--- src/rtl/axis_pkt_fifo.sv ---
// ---------------------------------------------------------------------------
// axis_pkt_fifo
//   AXI-Stream FIFO with first-word fall-through output. In stream mode it
//   releases beats as soon as they are stored. In packet mode it holds a
//   packet back until its tlast beat is stored. A packet larger than the FIFO
//   is released once the FIFO fills, and then streams through to its tlast.
//   Also reports fill level, stored packet count and almost-full.
//
// Ports
//   clk            : clock, rising edge
//   rst            : synchronous active-high reset (control state only)
//   s_axis_*       : ingress stream (tvalid/tready/tdata/tlast)
//   m_axis_*       : egress stream; tdata/tlast read as 0 while tvalid=0
//   level          : stored beats, 0..DEPTH
//   pkt_cnt        : stored beats carrying tlast
//   almost_full    : registered, level >= AFULL_THRESH
// ---------------------------------------------------------------------------
module axis_pkt_fifo #(
  parameter int DATA_WIDTH   = 32,
  parameter int DEPTH        = 16,
  parameter int PKT_MODE     = 0,
  parameter int AFULL_THRESH = DEPTH - 2
) (
  input  logic                    clk,
  input  logic                    rst,
  input  logic                    s_axis_tvalid,
  output logic                    s_axis_tready,
  input  logic [DATA_WIDTH-1:0]   s_axis_tdata,
  input  logic                    s_axis_tlast,
  output logic                    m_axis_tvalid,
  input  logic                    m_axis_tready,
  output logic [DATA_WIDTH-1:0]   m_axis_tdata,
  output logic                    m_axis_tlast,
  output logic [$clog2(DEPTH):0]  level,
  output logic [$clog2(DEPTH):0]  pkt_cnt,
  output logic                    almost_full
);

  localparam int AW = $clog2(DEPTH);
  localparam int PW = AW + 1;
  localparam logic [PW-1:0] AFULL_LVL = PW'(AFULL_THRESH);

  // Each entry holds {tlast, tdata}. Contents are never reset; validity is
  // tracked by the pointers alone.
  logic [DATA_WIDTH:0] mem_q [DEPTH];

  logic [PW-1:0] wr_ptr_q, wr_ptr_d;
  logic [PW-1:0] rd_ptr_q, rd_ptr_d;
  logic [PW-1:0] level_q, level_d;
  logic [PW-1:0] pkt_cnt_q, pkt_cnt_d;
  logic          draining_q, draining_d;
  logic          almost_full_q, almost_full_d;

  logic                empty;
  logic                full;
  logic                release_ok;
  logic                wr_en;
  logic                rd_en;
  logic                wr_last;
  logic                rd_last;
  logic [DATA_WIDTH:0] head;

  // The pointers carry one extra wrap bit so full and empty can be told apart.
  assign empty = (wr_ptr_q == rd_ptr_q);
  assign full  = (wr_ptr_q[AW] != rd_ptr_q[AW]) &&
                 (wr_ptr_q[AW-1:0] == rd_ptr_q[AW-1:0]);

  assign s_axis_tready = !full && !rst;

  // In packet mode, output is held back until a whole packet is stored. A full
  // FIFO is released anyway, and draining keeps that oversize packet flowing
  // until its tlast beat leaves.
  assign release_ok    = (PKT_MODE == 0) || (pkt_cnt_q != '0) || full || draining_q;
  assign m_axis_tvalid = !empty && release_ok;

  assign head         = mem_q[rd_ptr_q[AW-1:0]];
  assign m_axis_tdata = m_axis_tvalid ? head[DATA_WIDTH-1:0] : '0;
  assign m_axis_tlast = m_axis_tvalid && head[DATA_WIDTH];

  assign wr_en   = s_axis_tvalid && s_axis_tready;
  assign rd_en   = m_axis_tvalid && m_axis_tready;
  assign wr_last = wr_en && s_axis_tlast;
  assign rd_last = rd_en && head[DATA_WIDTH];

  assign level       = level_q;
  assign pkt_cnt     = pkt_cnt_q;
  assign almost_full = almost_full_q;

  always_comb begin
    wr_ptr_d   = wr_ptr_q;
    rd_ptr_d   = rd_ptr_q;
    level_d    = level_q;
    pkt_cnt_d  = pkt_cnt_q;
    draining_d = draining_q;

    // DEPTH is a power of two, so the plain increment wraps the index and
    // toggles the wrap bit.
    if (wr_en) wr_ptr_d = wr_ptr_q + PW'(1);
    if (rd_en) rd_ptr_d = rd_ptr_q + PW'(1);

    case ({wr_en, rd_en})
      2'b10:   level_d = level_q + PW'(1);
      2'b01:   level_d = level_q - PW'(1);
      default: level_d = level_q;
    endcase

    case ({wr_last, rd_last})
      2'b10:   pkt_cnt_d = pkt_cnt_q + PW'(1);
      2'b01:   pkt_cnt_d = pkt_cnt_q - PW'(1);
      default: pkt_cnt_d = pkt_cnt_q;
    endcase

    // A read with no complete packet stored can only be a forced release of
    // an oversize packet. Stay in that state until its tlast beat is read.
    if (rd_en) begin
      if (head[DATA_WIDTH]) begin
        draining_d = 1'b0;
      end else if (pkt_cnt_q == '0) begin
        draining_d = 1'b1;
      end
    end

    almost_full_d = (level_d >= AFULL_LVL);
  end

  always_ff @(posedge clk) begin
    if (rst) begin
      wr_ptr_q      <= '0;
      rd_ptr_q      <= '0;
      level_q       <= '0;
      pkt_cnt_q     <= '0;
      draining_q    <= 1'b0;
      almost_full_q <= 1'b0;
    end else begin
      wr_ptr_q      <= wr_ptr_d;
      rd_ptr_q      <= rd_ptr_d;
      level_q       <= level_d;
      pkt_cnt_q     <= pkt_cnt_d;
      draining_q    <= draining_d;
      almost_full_q <= almost_full_d;
    end
  end

  always_ff @(posedge clk) begin
    if (wr_en) begin
      mem_q[wr_ptr_q[AW-1:0]] <= {s_axis_tlast, s_axis_tdata};
    end
  end

endmodule
--- config.mk ---
export PLATFORM = sky130hd
export DESIGN_NAME = axis_pkt_fifo
export DESIGN_NICKNAME = d
export VERILOG_FILES = /design/src/rtl/axis_pkt_fifo.sv
export SDC_FILE = /design/constraint.sdc
export NUM_CORES = 1
export LEC_CHECK = 0
export CAP_MARGIN = 30
export CORE_MARGIN = 4
export CORE_UTILIZATION = 30
export CTS_CLUSTER_SIZE = 25
export DETAILED_ROUTE_END_ITERATION = 8
export SYNTH_ARGS = -nofsm -noshare
export SYNTH_HDL_FRONTEND = slang
export SYNTH_SLANG_ARGS = --single-unit
--- constraint.sdc ---
create_clock -name clk -period 4.6 [get_ports clk]
set_clock_uncertainty 0.05 [all_clocks]
set_input_delay 0.46 -clock clk [delete_from_list [all_inputs] [get_ports clk]]
set_output_delay 0.46 -clock clk [all_outputs]
set_load 0.005 [all_outputs]
==> reports/metrics.cfg <==
[outcome]
status=completed

[sta]
finalCritPeriodShare_pct=88.2
worstMarginPinSlew_ns=0.978
rsz0062_at_grt=false
setup_tns_ns=0
period_minus_slack_ns=4.06
whs_ns=0.474
timing.final.ws_setup_ns=0.544
max-slew-margin-rel_pct=34.6
setup_viol=0
hold_viol_final=0
max_freq_mhz=247
slew_violations=0

[setup_path]
worst-setup-path-type=reg -> out
crit_fanout=33
crit_path_cell_trace=buf_4 > buf_4 > mux4_2 > o22ai_1 > nor3_1 > clkdlybuf4s50_1
startpoint_type=flip-flop
crit_family=buffers and inverters
required_ns=4.09
cp_num_buf_inv=3
slowest_delay_ns=0.59
endpoint_kind=output pin
slowest_stage=clkdlybuf4s50_1
crit_top_cell=buf_4
critPathArrivalTime_ns=3.55

[grt]
grt_start_max_net_pins=75
grt_pass1_vias=10948
grt_use_total_pct=13.1
grt_overflow=0
grt_pass1_wl_mm=73.6
antenna_found_initial=3

[die]
core_um2=70300
io-pin-count=83
rows=97
die_w_um=275
initial_core_util_pct=30.3
design.die.area_um2=75400
die_h_um=275

[placement]
port_buffers=82
dpl.cell_count=1995
gp_congestion=0.719
dpl_worst_slack_ns=0.929
dp_hpwl_mm=28.1

[clock_tree]
cts.repair.resized=0
clkLatencyLatePin_ns=0.60
clkTransAtPathRegs_ns=0.06
cts_buffer_depth=3
htree_levels=2
cts_setup_buffers=0
cts_tree=built
holdBufCountCts=0
cts_made_buffers=52
clkSinkCount=553
clk_root_buffer_cell=clkbuf_16

[run]
max-cap-violations=0

[synth]
yosysUniqueCellTypes=51
ys_warn_count=0
synthArstFlopShare_pct=0
synthCells=993
netlist_area_um2=21300
synth_nets=1043
synth-seq-area-share_pct=76.7
synth-edff-count=528
synth_top_flop_cell=edfxtp_1
ys_seq_elements=553
avgSynthCellArea_um2=21.5

[drt]
via_count=10288
routed_wl_mm=49.4
drc_errors=0
dr.pass1.iters=4
wl_per_cell_um=23.6
drtAntennaViolNets=0
via_per_inst=4.92
first_iter_violations=937

[layout]
final_cell_mix=edfxtp_1 (528), mux4_2 (133), clkdlybuf4s50_1 (82)
layout.cells.non_filler=2091
area_delta_synth_final_pct=17.3
nFillCells=6420
regArea_um2=16400
final_nets=1159
multiInputGateArea_um2=4680
layout-drive-gt1-share_pct=24.3
final_common_cell=edfxtp_1

[pwr]
power_leakage_nw=7.65
power.total_mw=11.3
ir_worst_vdd_mv=0.268
powerDensity_nw_per_um2=453

[min_path]
hold_path_class=reg -> reg

-- cells in the mapped netlist, drive strengths merged (3+ instances only) --
library cell,instances,area (µm²)
o22ai,64,400
a21oi,11,55.1
ha,12,150
nor3,32,160
nor2b,10,62.6
nand2,6,22.5
and3,12,75.1
inv,8,30.0
nor2,22,85.1
clkbuf,27,103
and4b,4,40.0
mux4,133,3000
nand4,4,25.0
buf,29,189
xnor2,7,61.3
dfxtp,25,500
a21boi,3,26.3
mux2,9,101
edfxtp,528,15900
xor2,5,43.8
nand2b,3,18.8
mux2i,5,50.1
and2,4,25.0
-- power by group --
part | leakage [nW] | switching, mW | internal (mW)
Clock | 0.794 | 1.85 | 2.29
Sequential | 4.96 | 0.0532 | 5.57
Combinational | 1.90 | 0.768 | 0.807
Total | 7.65 | 2.67 | 8.67
-- tightest hold or removal path, delay by kind of cell, from the launching register on --
| kind | cells | cell delay [ns] |
|---|---|---|
| compound gates | 1 | 0.06 |
| simple gates | 1 | 0.09 |
| flops | 1 | 0.33 |
-- final cells by class --
class	instances	area share (%)
flip-flops and latches	553	65.4
multi-input cells	376	18.7
clock buffers	61	5.42
diodes	2	0.0200
inverters	8	0.120
clock inverters	33	1.09
well taps	940	4.70
repair buffers	118	4.49
-- through the flow --
step | util [%] | instance area, µm²
floorplan | - | 21300
global placement | 33.2 | 23300
detailed placement | 33.3 | 23400
CTS | 35.6 | 25000
global route | 35.6 | 25000
finish | 35.6 | 25000
-- logic make-up (layout without fill, tap and decap cells) --
family          after synthesis  count (layout)  synth area share [%]
fa+ha+maj                    13              13                 0.798
xor+xnor                     12              12                 0.493
buf+inv                      64             220                  1.51
compound gates               95              95                  2.90
other cells                   0               2                     0
flops                       553             553                  76.7
mux                         147             147                  14.8
simple gates                109             109                  2.85
-- per-layer routing --
metal | GRT usage [%] | vias up | share of wire, %
met5 | 0 | - | 0.014
met1 | 17.1 | 5546 | 42
met3 | 2.58 | 54 | 5.2
met2 | 22.7 | 249 | 51
met4 | 3.22 | 2 | 1.5
li1 | - | 4437 | -
-- state kept, by name (all words and copies together), names as in the netlist, named ones only --
register	cells
wr_ptr_q	5
almost_full	1
rd_ptr_q	5
mem_q	528
level	5
pkt_cnt	5
-- worst paths after layout --
path / startpoint / to / slack [ns] / depth (start not counted)
setup / recovery: flip-flop / m_axis_tdata[8] / 0.54 / 6
hold / removal: pkt_cnt[3]$_SDFFE_PP0P_ / pkt_cnt[3]$_SDFFE_PP0P_ / 0.47 / 2
setup reg to reg: wr_ptr_q[2]$_SDFFE_PP0P_ / almost_full$_SDFF_PP0_ / 1.07 / 11
hold reg to reg: pkt_cnt[3]$_SDFFE_PP0P_ / pkt_cnt[3]$_SDFFE_PP0P_ / 0.47 / 2
Note: power is estimated with default switching activity, not from simulation.
